==> src/rtl/multicycle_ctrl.sv <==
// Multi-cycle control FSM for the RV32I lab core: sequences FETCH/DECODE/EXEC/MEM/WB,
// drives datapath selects and enables, and counts retired instructions.
module multicycle_ctrl #(
    parameter int unsigned CNT_W = 32
) (
    input  logic             clk,
    input  logic             rst,
    input  logic [31:0]      instr,
    input  logic             zero,
    input  logic             mem_ready,
    output logic             ir_we,
    output logic             pc_we,
    output logic [1:0]       pc_src,
    output logic             i_or_d,
    output logic             mem_rd,
    output logic             mem_wr,
    output logic [1:0]       imm_sel,
    output logic             alu_src_b,
    output logic [1:0]       alu_op,
    output logic             reg_we,
    output logic [1:0]       wb_sel,
    output logic [2:0]       state,
    output logic             illegal,
    output logic [CNT_W-1:0] retired
);

    typedef enum logic [2:0] {
        FETCH  = 3'd0,
        DECODE = 3'd1,
        EXEC   = 3'd2,
        MEM    = 3'd3,
        WB     = 3'd4,
        TRAP   = 3'd5
    } state_t;

    localparam logic [6:0] OP_R      = 7'b0110011;
    localparam logic [6:0] OP_I      = 7'b0010011;
    localparam logic [6:0] OP_LOAD   = 7'b0000011;
    localparam logic [6:0] OP_STORE  = 7'b0100011;
    localparam logic [6:0] OP_BRANCH = 7'b1100011;
    localparam logic [6:0] OP_JAL    = 7'b1101111;

    state_t     cur, nxt;
    logic [6:0] opcode;
    logic [2:0] funct3;
    logic       rd_nz;
    logic       is_r, is_i, is_ld, is_st, is_br, is_jal, legal, br_ok;
    logic [1:0] imm_code;
    logic       count_en;
    logic       unused_instr;

    assign opcode       = instr[6:0];
    assign funct3       = instr[14:12];
    assign rd_nz        = |instr[11:7];
    assign unused_instr = ^instr[31:15];

    assign is_r   = (opcode == OP_R);
    assign is_i   = (opcode == OP_I);
    assign is_ld  = (opcode == OP_LOAD);
    assign is_st  = (opcode == OP_STORE);
    assign is_br  = (opcode == OP_BRANCH);
    assign is_jal = (opcode == OP_JAL);
    assign legal  = is_r | is_i | is_ld | is_st | is_br | is_jal;
    assign br_ok  = (funct3 == 3'b000) | (funct3 == 3'b001);

    assign imm_code = is_st  ? 2'b01 :
                      is_br  ? 2'b10 :
                      is_jal ? 2'b11 : 2'b00;

    // Every path that finishes an instruction lands in FETCH; TRAP never leaves.
    assign count_en = (nxt == FETCH) && ((cur == EXEC) || (cur == MEM) || (cur == WB));
    assign state    = cur;

    always_ff @(posedge clk) begin
        if (rst) begin
            cur     <= FETCH;
            retired <= '0;
            illegal <= 1'b0;
        end else begin
            cur <= nxt;
            if (nxt == TRAP) illegal <= 1'b1;
            if (count_en)    retired <= retired + CNT_W'(1);
        end
    end

    always_comb begin
        nxt       = cur;
        ir_we     = 1'b0;
        pc_we     = 1'b0;
        pc_src    = 2'b00;
        i_or_d    = 1'b0;
        mem_rd    = 1'b0;
        mem_wr    = 1'b0;
        imm_sel   = 2'b00;
        alu_src_b = 1'b0;
        alu_op    = 2'b00;
        reg_we    = 1'b0;
        wb_sel    = 2'b00;
        case (cur)
            FETCH: begin
                mem_rd = 1'b1;
                if (mem_ready) begin
                    ir_we = 1'b1;
                    pc_we = 1'b1;
                    nxt   = DECODE;
                end
            end
            DECODE: begin
                imm_sel = imm_code;
                nxt     = (!legal || (is_br && !br_ok)) ? TRAP : EXEC;
            end
            EXEC: begin
                imm_sel = imm_code;
                nxt     = FETCH;
                if (is_r) begin
                    alu_op = 2'b10;
                    nxt    = WB;
                end else if (is_i) begin
                    alu_src_b = 1'b1;
                    alu_op    = 2'b10;
                    nxt       = WB;
                end else if (is_ld || is_st) begin
                    alu_src_b = 1'b1;
                    nxt       = MEM;
                end else if (is_br) begin
                    alu_op = 2'b01;
                    pc_src = 2'b01;
                    pc_we  = ((funct3 == 3'b000) & zero) | ((funct3 == 3'b001) & ~zero);
                end else if (is_jal) begin
                    pc_we  = 1'b1;
                    pc_src = 2'b10;
                    reg_we = rd_nz;
                    wb_sel = 2'b10;
                end
            end
            MEM: begin
                imm_sel = imm_code;
                i_or_d  = 1'b1;
                mem_rd  = is_ld;
                mem_wr  = is_st;
                if (mem_ready) nxt = is_ld ? WB : FETCH;
            end
            WB: begin
                reg_we = rd_nz;
                wb_sel = is_ld ? 2'b01 : 2'b00;
                nxt    = FETCH;
            end
            TRAP:    nxt = TRAP;
            default: nxt = FETCH;
        endcase
    end

endmodule

==> config.mk <==
export PLATFORM = sky130hd
export DESIGN_NAME = multicycle_ctrl
export DESIGN_NICKNAME = d
export VERILOG_FILES = /design/src/rtl/multicycle_ctrl.sv
export SDC_FILE = /design/constraint.sdc
export NUM_CORES = 1
export LEC_CHECK = 0
export ABC_AREA = 1
export BUFFER_PORTS_ARGS = -buffer_cell sky130_fd_sc_hd__buf_2
export CORE_ASPECT_RATIO = 0.8
export CORE_MARGIN = 2
export CORE_UTILIZATION = 45
export CTS_BUF_LIST = sky130_fd_sc_hd__clkbuf_2
export CTS_CLUSTER_DIAMETER = 30
export CTS_CLUSTER_SIZE = 28
export DETAILED_ROUTE_END_ITERATION = 16
export PLACE_DENSITY = 0.71
export SETUP_SLACK_MARGIN = 0.2
export SLEW_MARGIN = 25
export SYNTH_ARGS = -nofsm -noshare
export SYNTH_HDL_FRONTEND = slang
export SYNTH_SLANG_ARGS = --single-unit
==> constraint.sdc <==
create_clock -name clk -period 2.8 [get_ports clk]
set_input_delay 0.14 -clock clk [delete_from_list [all_inputs] [get_ports clk]]
set_output_delay 0.14 -clock clk [all_outputs]
set_load 0.05 [all_outputs]
* Word level (Yosys, flattened, before mapping)
Cells that the tools add are included.
Widths: inputs -> output; s select.
** Word-level totals
- Logic and storage cells :: 90
- Output and inout port bits :: 51
- Register bits :: 36
- Bits of input ports :: 36
** Operators by class
- $add $sub $neg :: 1
- Muxes and demuxes :: 50
- Equality and inequality tests :: 13
- Reductions and logical operators :: 13
- Bitwise operators :: 10
** Operators with widths (number)
- $mux 2 :: 18
- $add 32x1->32 const B :: 1
- $mux 1 :: 21
- $mux 3 :: 6
- $pmux 3 s5 :: 1
- $eq 7x6->1 const B :: 2
- $eq 7x7->1 const B :: 2
- $eq 3x3->1 const B :: 3
- $logic_not 3->1 :: 3
- $eq 7x2->1 const B :: 1
- $eq 7x5->1 const B :: 1
- $or 1x1->1 :: 7
- $eq 3x1->1 const B :: 2
- $eq 3x2->1 const B :: 2
- $pmux 1 s2 :: 3
- $reduce_or 5->1 :: 1
- $logic_or 1x1->1 :: 4
- $pmux 2 s2 :: 1
- $reduce_or 3->1 :: 1
- $and 1x1->1 :: 2
- $logic_and 1x1->1 :: 2
- $logic_not 1->1 :: 2
- $not 1->1 :: 1

* Longest topological paths before layout
Gate-level depths: netlist of the first run.
- Depth after elaboration :: 12
- Mapped depth :: 12
- Depth with buffers taken out :: 12

* Worst setup path before layout of the first run
Ideal clock, no wire load.
- Kind :: register to output
- From :: reg cur[1], in the netlist state[1]
- To :: out reg_we
- Path buffers :: 0
- Arrival :: 2603 ps
- Required time :: 2660 ps
- Slack :: 57 ps
- Cell stages (with the launch flop) :: 6
- Cells stage by stage :: dfxtp_1 > inv_2 > nor2_2 > nand2_2 > nor2_1 > a2bb2oi_1
** On the way
- Cells in the longest elaborated chain, start to end :: 2
- Elaborated cells on any way between the ends :: 3
- Those cells by class :: eq/ne: 2; mux: 1
** Ends and longest elaborated chain
- start, declared :: line 43 : state_t cur, nxt;
- start signal, assigned :: line 80 : cur <= nxt;
- $eq 3x3->1 or $eq 3x2->1 (tied branches) :: line 99 : case (cur)
- $pmux 1 s2 * :: line 99
- end, declared :: line 20 : output logic reg_we,
Every way passes the cells marked *; elsewhere a longest branch is shown, timed or not.

* Worst setup path in the final report of the first run
- From :: reg retired[0]
- To :: reg retired[26]
** On the way
- Cells in the longest elaborated chain, start to end :: 1
** Ends and longest elaborated chain
- start, declared :: line 24 : output logic [CNT_W-1:0] retired
- start signal, assigned :: line 82 : if (count_en) retired <= retired + CNT_W'(1);
- $add 32x1->32 :: line 82
Every way passes these cells.
A chain may end at the register's enable or synchronous reset.

==> results.toml, run 1 <==
[status]
status = "finished, final reports clean"

[clock_network]
clk_latency_ns = 0.40
cts_buffers = 5
numClockSinks = 36
cts_htree_levels = 2
cts_resized = 0
ctsHoldBuffers = 0
tritoncts = "built"
cts_root_buffer = "clkbuf_2"
post-cts-setup-buffers = 0
clkTransAtPathRegs_ns = 0.20
clock_path_buffers = 2

[setup_path]
r2r_start = "retired[0]"
critPathMaxFanout = 7
worstRegToRegCells = 9
rr_endpoint = "retired[26]"
worstSetupPathType = "reg2reg"
critPathLaunchType = "flip-flop"
worstSetupEndpointType = "flip-flop"
r2r_slack_ns = 0.69
critPathArrivalTime_ns = 2.45
worstPathRequired_ns = 3.14

[logic_synthesis]
yosys_warnings = 0
synth_area_um2 = 2950
yosys.area.top_type = "dfxtp_1"
synth_edf_count = 0
synthFlopType = "dfxtp_1"
yosysTopAreaCellShare_pct = 24.5
async_flop_share_pct = 0
ys_ff_latch = 36
yosysUniqueCellTypes = 33
synth_cells = 436
syn_nets = 473
yosysMostFrequentCell = "nand2_1"
yosysSeqAreaShare_pct = 24.5
syn_area_per_cell_um2 = 6.76
yosys-top-cells-area = "dfxtp_1 (24%), nand2_1 (17%), nand3_2 (11%)"
synthTopCellsByCount = "nand2_1 (136), nor2_1 (64), dfxtp_1 (36)"

[timing]
whs_ns = 0.144
hold_violations = 0
setup_violations = 0
setup_ws_ns = 0.692
fmax_mhz = 474
rsz0062_at_grt = "no"
worstMarginPinSlew_ns = 0.635
relSlewSlack_pct = 57.7
period_needed_ns = 2.11
drv_slew = 0
finalSetupTns_ns = 0
fin_crit_sh_pct = 75.3
skew_ns = 0.0276

[floorplan]
die_x_um = 94.5
num_rows = 26
coreArea_um2 = 6380
die_y_um = 76.4
initial_core_util_pct = 46.2
die_area_um2 = 7220
io_pins = 87

[finish]
drive_above_1_share_pct = 33.4
regArea_um2 = 721
multiInputGateArea_um2 = 1980
fin_cells = 584
nFillCells = 679
area_growth_pct = 13.5
n_antenna_cell = 0
layout.nets = 536

[worst_hold_path]
worstHoldStart = "mem_ready"
worstHoldPathCells = 4
holdPathEnd = "state[1]"
hp-class = "in2reg"

[global_routing]
track_usage_pct = 22.5
antenna_found_initial = 0
grt_pass1_wl_mm = 13.3
grt_overflow = 0
grt_pass1_vias = 2921
grt_max_degree = 35

[drt]
drc_errors = 0
wl_mm = 7.65
drt_pre_antenna_iters = 4
via_count = 3006
postRouteAntennaNets = 0
vias_per_cell = 5.15
wire_per_inst_um = 13.1
dr.first_iter.drc_count = 148

[power_and_ir_drop]
p_total_w = 0.00101
powerDensity_nw_per_um2 = 301
ir_worst_vdd_mv = 0.233
p_leak_nw = 1.38

[placement]
dp_slack_ns = 0.725
portBuffers = 69
gp_congestion = 0.897
numPlacedInstances = 576
dpl.hpwl_mm = 5.85

[flow_run]
drv.max_cap_violation_count = 0
==> cells in the final DEF (no fill, tap or decap), types with 5 or more instances in the layout <==
cell,Yosys,final
nand2_1,136,136
xnor2_1,5,5
nand3b_1,13,13
nor2_1,64,64
dfxtp_1,36,36
inv_2,6,6
xor2_1,12,12
buf_2,3,69
nand3_1,9,9
nand4_1,8,8
a21oi_2,30,30
nand2_2,6,6
inv_1,30,30
nor3_1,7,7
clkbuf_2,0,5
nand3_2,33,33
==> state kept, by name, summed over array words and instances, names as in the netlist <==
signal / count
illegal: 1
retired: 32
state: 3
==> stage by stage <==
stage	area [um^2]	utilization, %
floorplan	2950	-
global placement	3310	51.8
detailed placement	3310	51.8
CTS	3340	52.5
global route	3340	52.5
finish	3340	52.5
==> worst max path at each step <==
stage | start | to
after floorplan | state[2] | wb_sel[0]
after global placement | retired[0] | retired[26]
after detailed placement | retired[0] | retired[26]
after CTS | retired[0] | retired[26]
after global routing | retired[0] | retired[26]
final | retired[0] | retired[26]
==> critical path: stages, from the launching register on <==
cell and delay [ns]:
dfxtp_1 0.50, ha_1 0.30, nand2_1 0.13, nor2_2 0.26
nand2_1 0.16, nor2_1 0.21, nand2_1 0.09, xnor2_1 0.17
nand3_2 0.09, a21oi_2 0.15
==> power breakdown <==
group          total (W)  internal (W)  switching (W)
Clock           0.000243     0.0000561       0.000187
Combinational   0.000233     0.0000545       0.000179
Sequential      0.000530      0.000520      0.0000102
Total            0.00101      0.000631       0.000376
==> logic make-up after synthesis <==
group           synth area share, %
compound gates                 11.1
xor+xnor                       5.05
simple gates                   50.3
flops                          24.5
buf+inv                        8.66
fa+ha+maj                     0.425
==> cell type report <==
| class | count | share of cell area [%] |
|---|---|---|
| Clock buffer | 5 | 0.748 |
| Clock inverter | 3 | 0.412 |
| Inverter | 36 | 4.04 |
| Multi-Input combinational cell | 348 | 59.1 |
| Sequential cell | 36 | 21.5 |
| Tap cell | 84 | 3.14 |
| Timing Repair Buffer | 72 | 11.0 |
==> per-layer routing <==
metal	part of all wire, %	wire length, um	vias up	global-route usage [%]
met5	0	0	-	0
met4	0.76	58	0	4.20
met3	5.4	413	6	4.25
met2	46	3530	67	36.7
met1	48	3650	1406	31.0
li1	-	-	1527	-
No activity file was read; power rests on OpenSTA's default activity.
==> run 2: changes to the inputs <==
==> constraint.sdc (replaced) <==
create_clock -name clk -period 2.15 [get_ports clk]
set_input_delay 0.1075 -clock clk [delete_from_list [all_inputs] [get_ports clk]]
set_output_delay 0.1075 -clock clk [all_outputs]
set_load 0.05 [all_outputs]
==> run 2 against run 1 <==
Compared with the run above: utilization increased by 1.7 points; clock skew decreased by 0.0033 ns; routed wire length increased by 0.97%; clock-buffer cell count increased by 2; sequential share of layout area decreased by 0.48 points; via count increased by 1.3%; setup slack got worse by 0.32 ns; register-to-register slack got worse by 0.32 ns; critical path type unchanged.
==> results.toml, run 2 (synthesis results as in run 1) <==
[drt]
drt_pre_antenna_iters = 4
wire_per_inst_um = 13.1
dr.first_iter.drc_count = 170
wl_mm = 7.73
via_count = 3045
postRouteAntennaNets = 0
vias_per_cell = 5.18
drc_errors = 0

[floorplan]
die_y_um = 76.4
die_x_um = 94.5
initial_core_util_pct = 46.2
coreArea_um2 = 6380
io_pins = 87
die_area_um2 = 7220
num_rows = 26

[setup_path]
max_stage_delay_ns = 0.48
worstSetupEndpointType = "flip-flop"
path_delay_family = "simple AND/OR/NAND/NOR gates"
critical_path.most_common_cell = "nand2_1"
path_cells = "nand2_1 -> nor2_1 -> nand2_1 -> nor3_1 -> xor2_1 -> nand3_2 -> a21oi_2"
critPathMaxFanout = 5
worstSetupPathType = "reg2reg"
critPathArrivalTime_ns = 2.13
worstPathRequired_ns = 2.50
critPathLaunchType = "flip-flop"
cp_slowest_cell = "dfxtp_1"
worst-path-buf-inv = 0

[timing]
setup_violations = 0
setup_ws_ns = 0.375
finalSetupTns_ns = 0
fmax_mhz = 563
skew_ns = 0.0243
worstMarginPinSlew_ns = 0.674
hold_violations = 0
fin_crit_sh_pct = 82.6
drv_slew = 0
period_needed_ns = 1.78
relSlewSlack_pct = 55.1
whs_ns = 0.0939
rsz0062_at_grt = "no"

[clock_network]
clock_path_buffers = 2
clkTransAtPathRegs_ns = 0.19
post-cts-setup-buffers = 0
cts_root_buffer = "clkbuf_2"
tritoncts = "built"
cts_buffers = 5
cts_htree_levels = 2
numClockSinks = 36
clk_latency_ns = 0.41

[finish]
area_growth_pct = 17.1
layout_common_cells = "nand2_1 (136), buf_2 (69), nor2_1 (60)"
largest_register = "retired"
layout.nets = 540
drive_above_1_share_pct = 36.1
largest_reg_flops = 32
n_antenna_cell = 0
final_common_cell = "nand2_1"

[flow_run]
drv.max_cap_violation_count = 0

[placement]
gp_congestion = 0.940
portBuffers = 69
dpl.hpwl_mm = 5.96
dp_slack_ns = 0.309

[status]
status = "finished, final reports clean"

[power_and_ir_drop]
p_leak_nw = 1.41
powerDensity_nw_per_um2 = 392
ir_worst_vdd_mv = 0.347
p_total_w = 0.00135

[global_routing]
grt_pass1_wl_mm = 13.0
track_usage_pct = 22.1
grt_max_degree = 31
grt_overflow = 0
antenna_found_initial = 0
grt_pass1_vias = 2847

[worst_hold_path]
hp-class = "in2reg"
-- run 2: cell types whose count changed in the layout (fill, tap and decap cells not counted), sizes merged --
cell / previous run / this run
buf: 72 / 76
clkbuf: 5 / 7
clkinv: 3 / 1
-- run 2: path summary, 6_finish.rpt --
kind                            depth (start not counted)           to  slack, ns        start
worst max-delay path                                    7  retired[13]       0.37   retired[8]
worst min register to register                          2  retired[31]       0.52  retired[31]
worst max register to register                          7  retired[13]       0.37   retired[8]
worst min-delay path                                    4     state[1]       0.09    mem_ready
-- run 2: cell type report --
class,instances,area (um^2)
clock buffers,7,35.0
clock inverters,1,3.75
fillers,646,2930
inverters,36,135
multi-input cells,348,2010
flip-flops and latches,36,727
well taps,84,105
repair buffers,76,435
-- run 2: worst register-to-register path, cell delays in order, from the launching register on --
cell and delay [ns]:
dfxtp_1 0.48, nand2_1 0.17, nor2_1 0.17, nand2_1 0.09
nor3_1 0.39, xor2_1 0.21, nand3_2 0.09, a21oi_2 0.13
-- run 2: where the power goes --
| group | internal [W] | total (W) | switching [W] |
|---|---|---|---|
| registers | 0.000679 | 0.000692 | 0.0000127 |
| clock network | 0.0000870 | 0.000323 | 0.000236 |
| logic | 0.0000946 | 0.000337 | 0.000242 |
-- run 2: repair_timing --
item,CTS,global route
hold buffers,0,0
gates resized for setup,0,3
setup endpoints to repair,0,2
hold endpoints to repair,0,0
-- run 2: layer usage --
metal,up-vias,global-route usage [%],wire (um),share of wire (%)
met4,0,4.78,58,0.75
met1,1415,31.2,3620,47
li1,1538,-,-,-
met3,8,3.76,445,5.8
met2,84,35.4,3600,47
met5,-,0,0,0
-- run 2: per-stage QoR --
stage | util [%] | instances | cell area (um^2)
after detailed placement | 53.4 | 580 | 3410
after global placement | 53.4 | 580 | 3410
after CTS | 54.0 | 588 | 3440
final | 54.1 | 588 | 3450
after global routing | 54.1 | 588 | 3450
after floorplan | - | 436 | 2990
==> run 3: changes to the inputs <==
--- a/config.mk
+++ b/config.mk
@@ -14,7 +14,7 @@
 export CTS_CLUSTER_DIAMETER = 30
 export CTS_CLUSTER_SIZE = 28
 export DETAILED_ROUTE_END_ITERATION = 16
-export PLACE_DENSITY = 0.71
+export PLACE_DENSITY = 0.74
 export SETUP_SLACK_MARGIN = 0.2
 export SLEW_MARGIN = 25
 export SYNTH_ARGS = -nofsm -noshare
==> constraint.sdc (replaced) <==
create_clock -name clk -period 1.6 [get_ports clk]
set_input_delay 0.08 -clock clk [delete_from_list [all_inputs] [get_ports clk]]
set_output_delay 0.08 -clock clk [all_outputs]
set_load 0.05 [all_outputs]
==> run 3 against run 2 <==
Compared with the run above: the run now ends with negative setup slack left; routed wire length rose by 21%; via count rose by 8.1%; sequential share of layout area fell by 2.7 points; combinational power rose by 87%; hold slack improved by 0.054 ns; die area did not move; critical path depth fell by 1; sequential power rose by 35%; setup slack got worse by 0.49 ns; largest power group unchanged; highest routed layer unchanged; largest cell class unchanged; clock-buffer cell count fell by 1; first-iteration DRC count fell by 15%.
==> results.toml, run 3 (synthesis results as in run 1) <==
[placement]
gp_congestion = 0.992
numPlacedInstances = 598
portBuffers = 69
dpl.hpwl_mm = 6.33

[drt]
wl_mm = 9.34
drc_errors = 0
drt_pre_antenna_iters = 5
dr.first_iter.drc_count = 145
via_count = 3293
vias_per_cell = 5.29
wire_per_inst_um = 15.0
postRouteAntennaNets = 0

[finish]
nFillCells = 543
layout.nets = 575
drive_above_1_share_pct = 49.0
layout_common_cells = "nand2_1 (125), buf_2 (54), nor2_1 (49)"
largest_reg_flops = 32
area_growth_pct = 41.1
n_antenna_cell = 0
largest_register = "retired"
final_common_cell = "nand2_1"
fin_cells = 623

[power_and_ir_drop]
p_leak_nw = 1.67
powerDensity_nw_per_um2 = 485
p_total_w = 0.00202
ir_worst_vdd_mv = 0.525

[timing]
relSlewSlack_pct = 61.0
hold_violations = 0
fmax_mhz = 584
rsz0062_at_grt = "yes"
fin_crit_sh_pct = 107
period_needed_ns = 1.71
setup_violations = 37
whs_ns = 0.148
skew_ns = 0.0345
finalSetupTns_ns = -1.70
worstMarginPinSlew_ns = 0.586
drv_slew = 0
setup_ws_ns = -0.113

[setup_path]
worstPathRequired_ns = 1.52
worstSetupPathType = "reg2out"
critPathArrivalTime_ns = 1.63
critPathLaunchType = "flip-flop"
cp_slowest_cell = "dfxtp_4"
max_stage_delay_ns = 0.42
worstSetupEndpointType = "output pin"
path_delay_family = "buffers and inverters"
path_cells = "inv_6 -> nand2_4 -> buf_4 -> buf_6 -> o21ai_1 -> buf_6"
critical_path.most_common_cell = "buf_6"
worst-path-buf-inv = 4
critPathMaxFanout = 4

[floorplan]
num_rows = 26
die_x_um = 94.5
initial_core_util_pct = 46.2
io_pins = 87
die_area_um2 = 7220
coreArea_um2 = 6380
die_y_um = 76.4

[clock_network]
cts_htree_levels = 2
numClockSinks = 36
clock_path_buffers = 2
ctsHoldBuffers = 0
tritoncts = "built"
cts_root_buffer = "clkbuf_2"
clk_latency_ns = 0.42
clkTransAtPathRegs_ns = 0.22
cts_buffers = 5

[flow_run]
drv.max_cap_violation_count = 0

[status]
violations = "negative setup slack"
status = "finished with violations"

[global_routing]
grt_pass1_wl_mm = 15.3
antenna_found_initial = 0
grt_pass1_vias = 3272
track_usage_pct = 26.1
grt_overflow = 0
grt_max_degree = 31

[worst_hold_path]
hp-class = "in2reg"
run 3: final cells by class:
cell class / instances / area (um^2) / area share (%)
Tap cell: 84 / 105 / 2.53
Timing Repair Buffer: 111 / 872 / 21.0
Clock buffer: 6 / 30.0 / 0.722
Multi-Input combinational cell: 348 / 2230 / 53.7
Clock inverter: 2 / 10.0 / 0.241
Inverter: 36 / 143 / 3.43
Sequential cell: 36 / 766 / 18.4
run 3: worst register-to-register path: stages, from the launching register on:
cell and delay, ns:
dfxtp_4 0.45, inv_6 0.06, nand2_4 0.09, nor2_2 0.05, nand2_2 0.07, nand3_2 0.10
nor2_4 0.12, nand2_2 0.07, nor2_4 0.20, buf_12 0.15, buf_16 0.12, nand3_2 0.07
a21oi_2 0.13
run 3: metal layers:
| metal | vias to the layer above | GRT usage (%) | share of wire (%) |
|---|---|---|---|
| met5 | - | 0 | 0 |
| met3 | 17 | 4.75 | 5.9 |
| li1 | 1609 | - | - |
| met4 | 0 | 6.96 | 1.7 |
| met2 | 116 | 44.8 | 50 |
| met1 | 1551 | 33.6 | 42 |
run 3: worst paths after layout:
path              start           to  slack, ns  cells past startpoint
max reg2reg    state[0]  retired[30]      -0.08                     12
max            state[0]       mem_rd      -0.11                      6
min                 rst  retired[13]       0.15                      2
min reg2reg  retired[3]   retired[3]       0.52                      2
run 3: through the flow:
step           util [%]  cell area, um^2  setup WS [ns]
6_report           65.2             4160         -0.113
5_1_grt            65.2             4160         -0.182
4_1_cts            63.3             4040        -0.0361
3_5_place_dp       58.2             3710         0.0117
3_3_place_gp       58.2             3710         0.0495
2_1_floorplan         -             3150       -0.00496
run 3: what timing repair did:
action	4_1_cts	5_1_grt
gates resized for setup	47	23
pin swaps	3	5
setup endpoints to repair	45	51
buffers inserted	12	4
cloned	1	0
run 3: where the power goes:
part | total [W] | switching [W] | leakage, nW | internal [W]
Sequential | 0.000932 | 0.0000251 | 0.304 | 0.000907
Clock | 0.000456 | 0.000345 | 0.0310 | 0.000111
Combinational | 0.000631 | 0.000400 | 1.33 | 0.000231
Total | 0.00202 | 0.000770 | 1.67 | 0.00125
